$ cat src/rtl/boot_select_pkg.sv
// Shared types, timing defaults and sizing helpers for the multiboot image selector.
package boot_select_pkg;

    typedef enum logic [2:0] {
        IDLE,
        HOLD,
        ARMED,
        LAUNCH,
        BOOT,
        LOCKOUT
    } state_t;

    localparam int CLK_HZ      = 12000000;
    localparam int DEBOUNCE_MS = 10;
    localparam int HOLD_MS     = 500;

    localparam int DEFAULT_DEBOUNCE_CYCLES = (CLK_HZ / 1000) * DEBOUNCE_MS;
    localparam int DEFAULT_HOLD_CYCLES     = (CLK_HZ / 1000) * HOLD_MS;

    // Ceiling log2; clog2(1) is 0.
    function automatic int clog2(input int value);
        int  r;
        longint v;
        r = 0;
        v = 1;
        while (v < longint'(value)) begin
            v = v * 2;
            r = r + 1;
        end
        return r;
    endfunction

    // Counter width able to hold 0..n-1, never narrower than one bit.
    function automatic int cnt_width(input int n);
        return (clog2(n) < 1) ? 1 : clog2(n);
    endfunction

endpackage

$ cat src/rtl/btn_debounce.sv
// One button: two-flop synchroniser followed by a consecutive-sample debouncer.
// The debounced level flips only after DEBOUNCE_CYCLES samples in a row disagree with it.
module btn_debounce
    import boot_select_pkg::*;
#(
    parameter int DEBOUNCE_CYCLES = DEFAULT_DEBOUNCE_CYCLES
) (
    input  logic clk,
    input  logic rst,
    input  logic raw,
    output logic level
);

    localparam int CW = cnt_width(DEBOUNCE_CYCLES);
    localparam logic [CW-1:0] CNT_LAST = CW'(DEBOUNCE_CYCLES - 1);

    logic          sync_a;
    logic          sync_b;
    logic [CW-1:0] cnt;

    // Bring the asynchronous button into the clk domain.
    always_ff @(posedge clk) begin
        if (rst) begin
            sync_a <= 1'b0;
            sync_b <= 1'b0;
        end else begin
            sync_a <= raw;
            sync_b <= sync_a;
        end
    end

    // Count disagreeing samples; any agreeing sample restarts the count.
    always_ff @(posedge clk) begin
        if (rst) begin
            cnt   <= '0;
            level <= 1'b0;
        end else if (sync_b == level) begin
            cnt <= '0;
        end else if (cnt == CNT_LAST) begin
            cnt   <= '0;
            level <= ~level;
        end else begin
            cnt <= cnt + 1'b1;
        end
    end

endmodule

$ cat src/rtl/boot_select.sv
// Multiboot image selector: debounces the buttons, requires exactly one eligible
// button held for HOLD_CYCLES and then released, and then requests a warm boot.
// Outputs are registered so BOOT/S1/S0 feed SB_WARMBOOT glitch-free; sel is loaded
// one cycle before boot rises and never changes afterwards until rst.
module boot_select
    import boot_select_pkg::*;
#(
    parameter int NUM_BTNS        = 4,
    parameter int DEBOUNCE_CYCLES = DEFAULT_DEBOUNCE_CYCLES,
    parameter int HOLD_CYCLES     = DEFAULT_HOLD_CYCLES,
    parameter int SELF_IMAGE      = 0,
    parameter int SKIP_SELF       = 1
) (
    input  logic                clk,
    input  logic                rst,
    input  logic [NUM_BTNS-1:0] btn_in,
    output logic [1:0]          sel,
    output logic                boot,
    output logic                armed,
    output logic                lockout
);

    localparam int HW = cnt_width(HOLD_CYCLES);
    localparam logic [HW-1:0] HOLD_LAST = HW'(HOLD_CYCLES - 1);
    localparam logic [1:0]    SELF_IDX  = 2'(SELF_IMAGE);

    logic [NUM_BTNS-1:0] db;
    logic [NUM_BTNS-1:0] cand_mask;
    logic [2:0]          ones;
    logic [1:0]          idx;
    logic                one_hot;
    logic                eligible;
    logic                any;

    state_t              state;
    state_t              state_nx;
    logic [1:0]          cand;
    logic [1:0]          cand_nx;
    logic [HW-1:0]       hold_cnt;
    logic [HW-1:0]       hold_nx;
    logic [1:0]          sel_nx;

    for (genvar i = 0; i < NUM_BTNS; i++) begin : g_btn
        btn_debounce #(
            .DEBOUNCE_CYCLES(DEBOUNCE_CYCLES)
        ) u_debounce (
            .clk  (clk),
            .rst  (rst),
            .raw  (btn_in[i]),
            .level(db[i])
        );
    end

    // Classify the debounced vector: popcount, index of the set bit, eligibility.
    always_comb begin
        ones = '0;
        idx  = '0;
        for (int i = 0; i < NUM_BTNS; i++) begin
            if (db[i]) begin
                ones = ones + 3'd1;
                idx  = 2'(i);
            end
        end
        one_hot  = (ones == 3'd1);
        any      = |db;
        eligible = one_hot && !((SKIP_SELF != 0) && (idx == SELF_IDX));
    end

    // One-hot image of the latched candidate, used to spot any other button.
    always_comb begin
        cand_mask = '0;
        for (int i = 0; i < NUM_BTNS; i++) begin
            if (2'(i) == cand) begin
                cand_mask[i] = 1'b1;
            end
        end
    end

    // Next-state logic; hold_cnt defaults to zero so it is clear outside HOLD.
    always_comb begin
        state_nx = state;
        cand_nx  = cand;
        hold_nx  = '0;
        sel_nx   = sel;
        case (state)
            IDLE: begin
                if (eligible) begin
                    state_nx = HOLD;
                    cand_nx  = idx;
                end else if (any) begin
                    state_nx = LOCKOUT;
                end
            end
            HOLD: begin
                if (db != cand_mask) begin
                    state_nx = any ? LOCKOUT : IDLE;
                end else if (hold_cnt == HOLD_LAST) begin
                    state_nx = ARMED;
                end else begin
                    hold_nx = hold_cnt + 1'b1;
                end
            end
            ARMED: begin
                if (!any) begin
                    state_nx = LAUNCH;
                    sel_nx   = cand;
                end else if (|(db & ~cand_mask)) begin
                    state_nx = LOCKOUT;
                end
            end
            LAUNCH:  state_nx = BOOT;
            BOOT:    state_nx = BOOT;
            LOCKOUT: begin
                if (!any) begin
                    state_nx = IDLE;
                end
            end
            default: state_nx = IDLE;
        endcase
    end

    // State, candidate, counter and registered LED/boot outputs.
    always_ff @(posedge clk) begin
        if (rst) begin
            state    <= IDLE;
            cand     <= '0;
            hold_cnt <= '0;
            sel      <= '0;
            boot     <= 1'b0;
            armed    <= 1'b0;
            lockout  <= 1'b0;
        end else begin
            state    <= state_nx;
            cand     <= cand_nx;
            hold_cnt <= hold_nx;
            sel      <= sel_nx;
            boot     <= (state_nx == BOOT);
            armed    <= (state_nx == ARMED);
            lockout  <= (state_nx == LOCKOUT);
        end
    end

endmodule
$ cat config.mk
export PLATFORM = sky130hd
export DESIGN_NAME = boot_select
export DESIGN_NICKNAME = d
export VERILOG_FILES = /design/src/rtl/boot_select_pkg.sv /design/src/rtl/btn_debounce.sv /design/src/rtl/boot_select.sv
export SDC_FILE = /design/constraint.sdc
export NUM_CORES = 1
export LEC_CHECK = 0
export ABC_CLOCK_PERIOD_IN_PS = 4500
export CAP_MARGIN = 30
export CORE_MARGIN = 10
export CORE_UTILIZATION = 60
export CTS_CLUSTER_DIAMETER = 50
export DETAILED_ROUTE_END_ITERATION = 7
export GPL_TIMING_DRIVEN = 0
export HOLD_SLACK_MARGIN = 0.03
export PLACE_DENSITY = 0.74
export SLEW_MARGIN = 10
export SYNTH_ARGS = -nofsm -noshare
export SYNTH_HDL_FRONTEND = slang
export SYNTH_SLANG_ARGS = --single-unit
$ cat constraint.sdc
create_clock -name clk -period 4.5 [get_ports clk]
set_input_delay 0.45 -clock clk [delete_from_list [all_inputs] [get_ports clk]]
set_output_delay 0.45 -clock clk [all_outputs]
set_load 0.01 [all_outputs]
* After elaboration in Yosys (flattened, before gate mapping)
Index checks and enable logic that the tools add are counted.
** Cells by class
- Equality and inequality tests :: 22
- Muxes and demuxes :: 20
- Bitwise gates (word level) :: 12
- $add $sub $neg :: 8
- Reduce and logical (&&, ||, !) cells :: 19
** Operators with widths (number)
- 17-bit by 1-bit adder with 17-bit output, second input constant :: 4
- 17-bit equality test, second input constant :: 4
- 3-bit 2-to-1 mux :: 11
- 23-bit by 1-bit adder with 23-bit output, second input constant :: 1
- 23-bit equality test, second input constant :: 1
- 3-bit case mux with 5 select lines :: 1
- 3-bit equality test, second input constant :: 4
- 2-bit AND reduction :: 6
- 3-bit OR reduction :: 4
- 4-bit OR reduction :: 3
- 1-bit NOT :: 10
- 3-bit by 1-bit adder with 3-bit output, second input constant :: 3
- 3-bit by 2-bit equality test with 1-bit output, second input constant :: 3
- 3-bit by 1-bit equality test with 1-bit output, second input constant :: 2
- 1-bit 2-to-1 mux :: 6
- 4-bit bitwise AND :: 1
- 1-bit equality test :: 4
- 2-bit equality test, first input constant :: 2
- 2-bit logical NOT :: 2
- 2-bit 2-to-1 mux :: 2
- 4-bit != test :: 1
- 4-bit NOT :: 1
- 3-bit logical NOT :: 1
- 1-bit by 2-bit equality test with 1-bit output, first input constant :: 1
- other kinds (3) :: 3
** Word-level totals
- Output and inout port bits :: 5
- Word-level logic and storage cells :: 104
- Input bits :: 6
- Register bits :: 113

* Logic depth before layout (Yosys ltp)
- Depth after elaboration :: 12
- Depth in mapped cells :: 9
- Depth with buffers taken out :: 9

* Hierarchy
A second synthesis with hierarchy kept.
** Unflattened totals
- Cell total of the unflattened synthesis :: 583
- Area, all modules :: 5220.0 sq um
** Modules (own cells, without submodules)
- btn_debounce :: times used 4, area an instance 882.1 sq um, seq. area each 400.4 sq um, cells an instance 97
- boot_select :: times used 1, area an instance 1691.6 sq um, seq. area each 660.6 sq um, cells an instance 195

* Worst setup path after synthesis
OpenSTA, ideal clock, no wires.
- Path type :: reg2reg
- From :: reg g_btn[1].u_debounce.level
- To :: reg boot
- Data arrival time :: 2.371 ns
- Clock period less this slack :: 2.458 ns
- Path buffers :: 0
- Slack :: 2.042 ns
- Required time :: 4.413 ns
- Cell stages (with the launch flop) :: 10
- Library setup time :: 0.087 ns
- Path through :: dfxtp_1 inv_1 ha_1 xor2_1 ha_1 nor2b_1 a221oi_1 nor4_4 a211o_1 nor4b_2
** On the way
- Cells in the longest elaborated chain, start to end :: 10
- Elaborated cells between the ends (all ways) :: 25
- Those cells by class :: 2 x add/sub; 3 x eq/ne; 14 x mux; 1 x bitwise; 5 x reduce/logical
** RTL lines
- start, declared :: line btn_debounce.sv:11 : output logic level
- start signal, assigned :: line btn_debounce.sv:41 : level <= ~level;
- 3-bit 2-to-1 mux :: line boot_select.sv:59 : if (db[i]) begin
- 3-bit by 1-bit adder with 3-bit output :: line boot_select.sv:60 : ones = ones + 3'd1;
- 3-bit 2-to-1 mux :: line boot_select.sv:59
- 3-bit by 1-bit adder with 3-bit output :: line boot_select.sv:60
- 3-bit 2-to-1 mux :: line boot_select.sv:59
- 3-bit by 1-bit equality test with 1-bit output :: line boot_select.sv:64 : one_hot = (ones == 3'd1);
- 1-bit logical AND :: line boot_select.sv:66 : eligible = one_hot && !((SKIP_SELF != 0) && (idx == SELF_IDX));
- 3-bit 2-to-1 mux :: line boot_select.sv:87 : if (eligible) begin
- 3-bit case mux with 5 select lines * :: line boot_select.sv:85 : case (state)
- 3-bit equality test * :: line boot_select.sv:137 : boot <= (state_nx == BOOT);
- end signal, assigned :: line boot_select.sv:137
- end, declared :: line boot_select.sv:18 : output logic boot,
Every way passes the cells marked *; elsewhere a longest branch is shown, timed or not.
A chain may end at the register's enable or synchronous reset.

* Worst setup path in the final report
Ends and elaborated chain as after synthesis.

==> impl_metrics.toml <==
[run_status]
outcome = "finished clean"

[yosys]
synth_top_cells_by_area = "dfxtp_1, nor2_1, xnor2_1"
syn_area_um2 = 5110
ys_types = 51
yosys_most_used_dff = "dfxtp_1"
syn-num-nets = 591
synth_top_area_cell = "dfxtp_1"
ys.warnings.count = 0
ys_seq_area_frac = 0.442
synth_top_area_frac = 0.442
synthCells = 573
synth_enable_flop_cells = 0
syn_avg_cell_area_um2 = 8.92
synthArstFlopShare = 0
synth-seq-cells = 113

[sta]
finalSetupTns_ns = 0
slew_violations = 0
fmax_mhz = 371
hold_viol_final = 0
rsz0062_at_grt = "no"
setup_violations = 0
finalCriticalPeriod_ns = 2.69
slew_headroom = 0.559
hold_ws_ns = 0.433
worst_pin_slew_ns = 0.656
skew_ns = 0.00934
fin_crit_sh = 0.598

[clocking]
root_buffer = "clkbuf_8"
clockBufferDepth = 2
cts_tree = "yes"
numCtsBuffers = 17
clk_pin_slew_ns = 0.05
cts-htree-levels = 4
clk_latency_ns = 0.52
cts.sinks = 113
cts_hold_buf = 0
post-cts-setup-buffers = 0
cts_resized = 0

[flow_run]
drv_cap = 0

[route]
dr.pass1.iters = 4
ant_nets = 0
drc = 0
wire_per_inst_um = 13.1
drt_iter0_markers = 123
wl_um = 9390
route.vias.total = 3862
via_per_inst = 5.37

[final_layout]
regArea_um2 = 2260
multi_input_area_um2 = 2670
layout_commonest_cell = "nor2_1"
final_nets = 620
final_cells = 719
stdcell_area_um2 = 5960
layout_common_cells = "nor2_1, dfxtp_1, xnor2_1"
fin_util = 0.722
n_antenna_cell = 0
drive_gt1_frac = 0.0945
fillers = 638
area_growth_syn_to_layout_pct = 16.6

[setup_path]
reg2reg_depth = 9
critPathKind = "reg2reg"
worst-endpoint-arrival_ns = 3.12
path_max_fanout = 7
timing.rr.end = "boot$_SDFF_PP0_"
reg2reg_slack_ns = 1.81
worstPathRequired_ns = 4.93
cp-start-kind = "flop"
r2r-start = "g_btn[1].u_debounce.level$_SDFFE_PP0P_"
endpoint_kind = "flop"

[power_and_ir_drop]
leakage_uw = 0.00199
power_density_nw_per_um2 = 404
ir_drop_uv = 272

[global_routing]
grt_max_degree = 17
grt_usage = 0.156
grt_overflow_total = 0
grt_pass1_wl_um = 16700
grt_pass1_vias = 3789
antenna_found_initial = 0

[hold_path]
min_from = "g_btn[2].u_debounce.sync_a$_SDFF_PP0_"
hp-class = "reg2reg"
hold_path_end = "g_btn[2].u_debounce.sync_b$_SDFF_PP0_"
hold_path_depth = 1

[die]
die_h_um = 112
row_count = 33
die-width_um = 112
die_area_um2 = 12600
core_um2 = 8260
io-pin-count = 11
start_util = 0.619

[placed_design]
gp_congestion = 0.839
place_hpwl_um = 6280
dp_cells = 688
postPlaceCellArea_um2 = 5350
portBuffers = 10
report_power, final:
part	total, uW	internal, uW	switching (uW)	leakage [uW]
clock	1380	936	445	0.000296
combinational	21.4	9.64	11.8	0.000785
sequential	1010	1010	2.25	0.000912
sequential cells by signal (all words and copies together), names as in the netlist, 2 cells and up:
signal                   cells
cand                         2
g_btn.u_debounce.sync_a      4
hold_cnt                    23
g_btn.u_debounce.sync_b      4
g_btn.u_debounce.cnt        68
g_btn.u_debounce.level       4
sel                          2
state                        3
stage by stage:
step                      total power, uW  worst slack [ns]
after detailed placement             1050              1.81
after global routing                 2480              1.56
after CTS                            2430              1.79
after global placement               1050              1.88
after floorplan                      1040              2.04
final                                2410              1.81
layout make-up:
| type | count | area share |
|---|---|---|
| plain buffers | 18 | 0.0187 |
| clock buffers | 21 | 0.0770 |
| inverters | 18 | 0.0113 |
| well taps | 105 | 0.0220 |
| clock inverters | 10 | 0.0264 |
| flip-flops and latches | 113 | 0.379 |
| multi-input cells | 424 | 0.448 |
| repair buffers | 10 | 0.0168 |
cells by family (layout without fill, tap and decap cells):
group                      count (synthesis)  count (layout)  synth area share
and+or+nand+nor                          303             303             0.308
DFF                                      113             113             0.442
xor gates and xnor gates                  83              83             0.142
buffers and inverters                     36              77            0.0350
AOI/OAI and AO/OA                         19              19            0.0299
adders and majority gates                 12              12            0.0294
muxes                                      7               7            0.0137
synthesized netlist by cell type (11+ instances only):
cell       n
dfxtp_1  113
nand4_1   17
nor2_1   121
ha_1      12
nand2_1   30
nor2b_1   11
nand3_1   33
nor3_1    19
and3_1    12
xnor2_1   45
inv_1     18
xor2_1    38
critical path, cell delays in order (launching register included):
cell and delay [ns]:
dfxtp_1 0.45, inv_1 0.07, ha_1 0.36, xor2_1 0.17, ha_1 0.31, nor2b_1 0.05
a221oi_1 0.49, nor4_4 0.13, a211o_1 0.32, nor4b_2 0.24
worst max-delay path by stage:
| stage | depth (start not counted) | from | slack [ns] | endpoint |
|---|---|---|---|---|
| 6_report | 9 | g_btn[1].u_debounce.level$_SDFFE_PP0P_ | 1.81 | boot$_SDFF_PP0_ |
| 4_1_cts | 9 | g_btn[1].u_debounce.level$_SDFFE_PP0P_ | 1.79 | boot$_SDFF_PP0_ |
| 5_1_grt | 9 | g_btn[1].u_debounce.level$_SDFFE_PP0P_ | 1.56 | lockout$_SDFF_PP0_ |
| 2_1_floorplan | 9 | g_btn[1].u_debounce.level$_SDFFE_PP0P_ | 2.04 | boot$_SDFF_PP0_ |
| 3_3_place_gp | 9 | g_btn[1].u_debounce.level$_SDFFE_PP0P_ | 1.88 | boot$_SDFF_PP0_ |
| 3_5_place_dp | 9 | g_btn[1].u_debounce.level$_SDFFE_PP0P_ | 1.81 | boot$_SDFF_PP0_ |
layer usage:
layer / routed length [um] / GRT usage
met5: 0 / 0
met4: 207 / 0.0711
met3: 249 / 0.0495
met2: 4450 / 0.256
met1: 4480 / 0.183
(Power assumes the default switching activity.)
==> variant 1: new RTL, config.mk and constraints unchanged <==
Change the package constant `HOLD_MS` from 500 to 1000.
--- a/src/rtl/boot_select_pkg.sv
+++ b/src/rtl/boot_select_pkg.sv
@@ -14,3 +14,3 @@
     localparam int DEBOUNCE_MS = 10;
-    localparam int HOLD_MS     = 500;
+    localparam int HOLD_MS     = 1000;
 
Check against the original RTL: same outputs for any inputs over 10 cycles, from zero or initial values and one cycle with rst high; that may be too few to reach the edited logic, so the function may still have changed.
==> variant 1 against the unedited design <==
- sequential cell count up 1
- final area down 0.57%
- total power down 8.9%
- hold slack better by 0.0055 ns
- area after synthesis up 1.2%
- count of clock-buffer cells in the layout unchanged
- critical path depth unchanged
- global-route usage down 0.17 points
- fmax up 2.0%
- worst setup slack better by 0.052 ns
- via count up 1.7%
- wire length up 1.5%
==> variant 1: results (changes against the unedited design) <==
Seq cells post-synth: 114 (+0.88%)
Critical path destination: cand[0]
number of global-route vias before repair: 3962 (+4.6%)
biggest regs: g_btn.u_debounce.cnt (68), hold_cnt (24)
achievable frequency: 379 MHz (+2.0%)
DR vias: 3929 (+1.7%)
Yosys cell types: 49 (-3.9%)
Avg Cell Area, Syn: 8.97 sq um (+0.52%)
drt wl/cell: 13.2 um (+0.93%)
CTS Buf Count: 17 (unchanged)
sequential-to-total area share from yosys stat: 44.1% (-0.15 points)
Layout clock area frac: 8.78% (-1.6 points)
placed inst area: 5410 sq um (+1.2%)
post-synthesis mux area share: 1.21% (-0.16 points)
share of cells above drive strength 1: 9.87% (+0.42 points)
buffering overhead: 3.40% (-0.15 points)
sequential share of cell area: 38.5% (+0.55 points)
Detailed Place HPWL: 6530 um (+4.1%)
Post-Synth XOR/XNOR Area: 14.7% (+0.51 points)
adder-cell share of the synthesized area: 2.90% (-0.035 points)
bufs w/o clock: 27 (-3.6%)
Worst Setup SP: g_btn[1].u_debounce.level
Sw Share: 21.1% (+2.0 points)
Non-clock inverters: 14 (-4)
Placer Congestion: 0.827 (-1.4%)
placed insts: 692 (+0.58%)
DRT iter0 DRCs: 258 (+110%)
Detail Route met3 WL: 265 um (+6.4%)
post-placement worst setup slack: 1.89 ns (+0.0850 ns)
GRT Resource Usage Total: 15.5% (-0.17 points)
LEAKAGE: 2.00 nW (+0.61%)
top cells by area, synth: dfxtp_1 (44%), xor2_1 (8.3%), nor2_1 (8.2%)
met2 WL: 4710 um (+5.7%)
power share of the combinational group: 1.0%
status: finished, final reports clean
IR drop worst, VDD: 0.258 mV (-5.0%)
fraction of area in multi-input gates: 46.2% (+1.4 points)
Critical Path AT: 3.01 ns (-0.11 ns)
YS warnings: 0 (unchanged)
Avg Vias per Cell: 5.43 (+1.2%)
nets: 624 (+0.65%)
first-pass GRT wire length: 17000 um (+1.4%)
filler instances: 631 (-1.1%)
worst slew pin tran: 0.685 ns (+0.0288 ns)
comb_multi_in: 432 (+1.9%)
syn nets: 595 (+0.68%)
Compound-Gate Fraction of Synth Area: 3.24% (+0.25 points)
Register Area: 2280 sq um (+0.88%)
worst clock skew: 0.00790 ns (-0.00144 ns)
ANT cells: 0 (unchanged)
routed length on met1: 4400 um (-1.7%)
number of port buffers: 10 (unchanged)
Post-synth top cells: dfxtp_1 (114), nor2_1 (113), xor2_1 (49)
Total Power: 2.20 mW (-8.9%)
clock-net power: 1.16 mW (-16%)
## variant 1: cell count changes after synthesis, moves of 4 or more
| cell | unedited run | this run |
|---|---|---|
| nor2_1 | 121 | 113 |
| xor2_1 | 38 | 49 |
| nor3_1 | 19 | 12 |
| nand2_1 | 30 | 38 |
| xnor2_1 | 45 | 38 |
| inv_1 | 18 | 14 |
## variant 1: cell families after synthesis
group | count (synthesis)
adder cells (fa/ha/maj) | 12
buffers and inverters | 31
flip-flops | 114
multiplexers | 5
AND/OR/NAND/NOR | 307
AO/OA/AOI/OAI | 21
XOR/XNOR | 87
## variant 1: how the worst min path moves through the flow
stage / start / to / slack, ns / cells after the start
3_5_place_dp: g_btn[3].u_debounce.sync_a / g_btn[3].u_debounce.sync_b / 0.43 / 1
2_1_floorplan: g_btn[2].u_debounce.cnt[0] / g_btn[2].u_debounce.cnt[0] / 0.41 / 1
5_1_grt: g_btn[0].u_debounce.sync_a / g_btn[0].u_debounce.sync_b / 0.45 / 1
3_3_place_gp: g_btn[0].u_debounce.sync_a / g_btn[0].u_debounce.sync_b / 0.42 / 1
4_1_cts: g_btn[2].u_debounce.cnt[0] / g_btn[2].u_debounce.cnt[0] / 0.44 / 1
6_report: g_btn[2].u_debounce.cnt[0] / g_btn[2].u_debounce.cnt[0] / 0.44 / 1
## variant 1: metal layers
| layer | global-route usage [%] | up-vias |
|---|---|---|
| met3 | 3.70 | 15 |
| met2 | 26.3 | 37 |
| met1 | 17.9 | 1865 |
| met4 | 7.02 | 0 |
| met5 | 0 | - |
| li1 | - | 2012 |
## variant 1: worst max-delay path, stage by stage, from the launching register on
cell,delay (ns)
dfxtp_1,0.46
inv_1,0.07
ha_1,0.37
xor2_1,0.17
ha_1,0.31
nor2b_1,0.11
mux4_2,0.24
nand4_1,0.18
a2111oi_0,0.50
nor3_1,0.09
==> variant 2: new RTL, same flow settings <==
Made on the original files. The output `armed` loses its register stage (`armed` becomes a continuous assignment).
--- a/src/rtl/boot_select.sv
+++ b/src/rtl/boot_select.sv
@@ -129,3 +129,2 @@
             boot     <= 1'b0;
-            armed    <= 1'b0;
             lockout  <= 1'b0;
@@ -137,3 +136,2 @@
             boot     <= (state_nx == BOOT);
-            armed    <= (state_nx == ARMED);
             lockout  <= (state_nx == LOCKOUT);
@@ -142,2 +140,4 @@
 
+    assign armed = (state_nx == ARMED);
+
 endmodule
Behaviour: same outputs for any inputs over 10 cycles, from zero or initial values and one cycle with rst high; that may be too few to reach the edited logic, so the function may still have changed.
==> variant 2 against the unedited design <==
- clock skew increased by 0.0023 ns
- sequential cell count decreased by 1
- worst setup slack got worse by 1.4 ns
- wire length decreased by 8.6%
- fmax decreased by 33%
- final area decreased by 8.9%
- area after synthesis decreased by 2.8%
- final cell count decreased by 3.3%
- total power decreased by 30%
- largest cell class unchanged
==> variant 2: results (changes against the unedited design) <==
status: finished, final reports clean
clock latency on the worst-skew pair: 0.37 ns (-0.15 ns)
Critical path destination: armed
bufs w/o clock: 29 (+3.6%)
Num Clock Sinks: 112 (-0.88%)
Avg Cell Area, Syn: 8.80 sq um (-1.4%)
IR drop worst, VDD: 0.144 mV (-47%)
sequential share of cell area: 41.3% (+3.3 points)
adder-cell share of the synthesized area: 3.02% (+0.083 points)
share of cells above drive strength 1: 4.24% (-5.2 points)
post-placement worst setup slack: 0.901 ns (-0.905 ns)
first-pass GRT wire length: 15200 um (-9.5%)
worst clock skew: 0.0117 ns (+0.00233 ns)
post-synthesis mux area share: 1.41% (+0.039 points)
top cells by area, synth: dfxtp_1 (45%), nor2_1 (9.0%), xor2_1 (8.1%)
CTS Buf Count: 9 (-8)
worst slew pin tran: 0.808 ns (+0.152 ns)
WL final: 8580 um (-8.6%)
CP top delay family: buffers and inverters
clock transition at the registers of the reported paths: 0.10 ns (+0.05 ns)
placed insts: 680 (-1.2%)
DRT iter0 DRCs: 153 (+24%)
min Tclk post-route: 4.05 ns (+1.35 ns)
comb_multi_in: 418 (-1.4%)
Critical Path AT: 3.60 ns (+0.48 ns)
pin count of the biggest net entering global routing: 18 (+1)
Sw Share: 20.1% (+1.0 points)
GRT Resource Usage Total: 14.0% (-1.6 points)
LEAKAGE: 1.82 nW (-8.8%)
buffering overhead: 3.39% (-0.16 points)
post-CTS setup buffer count: 0 (unchanged)
Compound-Gate Fraction of Synth Area: 2.99% (+0.0094 points)
filler instances: 689 (+8.0%)
area of the multi-input gates: 2590 sq um (-3.2%)
Placer Congestion: 0.848 (+1.2%)
H-tree depth: 3 (-1)
Detailed Place HPWL: 6060 um (-3.4%)
Non-clock inverters: 16 (-2)
Reg2Reg Depth: 10 (+1)
drt wl/cell: 12.4 um (-5.4%)
syn nets: 583 (-1.4%)
Layout clock area frac: 4.19% (-6.2 points)
Reg2Reg Setup Slack: 1.63 ns (-0.18 ns)
nets: 604 (-2.6%)
placed inst area: 5200 sq um (-2.6%)
Yosys cell types: 46 (-9.8%)
reg2reg end: cand[0]
clk_buf instances: 11 (-48%)
## variant 2: per-stage QoR
stage               hold slack [ns]  utilization [%]
global route                  0.461             66.8
CTS                           0.460             66.8
detailed placement            0.426             64.0
finish                        0.453             66.8
global placement              0.422             64.0
floorplan                     0.414                -
## variant 2: routing by layer
layer | share of wire (%) | wire, um | global-route usage (%)
met1 | 47 | 4060 | 16.5
met2 | 48 | 4130 | 23.9
met3 | 3.2 | 273 | 3.95
met4 | 1.3 | 115 | 4.28
met5 | 0 | 0 | 0
## variant 2: power groups by stage
stage	sequential [mW]	combinational [mW]	clock, mW
finish	0.997	0.0196	0.668
global route	0.998	0.0220	0.722
CTS	0.997	0.0200	0.686
detailed placement	1.02	0.0199	0
global placement	1.02	0.0197	0
floorplan	1.02	0.0111	0
## variant 2: kinds of logic (layout without fill, tap and decap cells)
logic type      Yosys count  after routing
xor+xnor                 84             84
mux                       7              7
flops                   112            112
compound gates           21             21
fa+ha+maj                12             12
simple gates            294            294
buf+inv                  35             60
## variant 2: how the worst min path moves through the flow
| stage | start | end | slack, ns | cells after the start |
|---|---|---|---|---|
| floorplan | g_btn[0].u_debounce.sync_a | g_btn[0].u_debounce.sync_b | 0.41 | 1 |
| global placement | g_btn[0].u_debounce.sync_a | g_btn[0].u_debounce.sync_b | 0.42 | 1 |
| detailed placement | g_btn[1].u_debounce.sync_a | g_btn[1].u_debounce.sync_b | 0.43 | 1 |
| CTS | g_btn[3].u_debounce.sync_a | g_btn[3].u_debounce.sync_b | 0.46 | 1 |
| global route | g_btn[0].u_debounce.sync_a | g_btn[0].u_debounce.sync_b | 0.46 | 1 |
| finish | g_btn[2].u_debounce.sync_a | g_btn[2].u_debounce.sync_b | 0.45 | 1 |
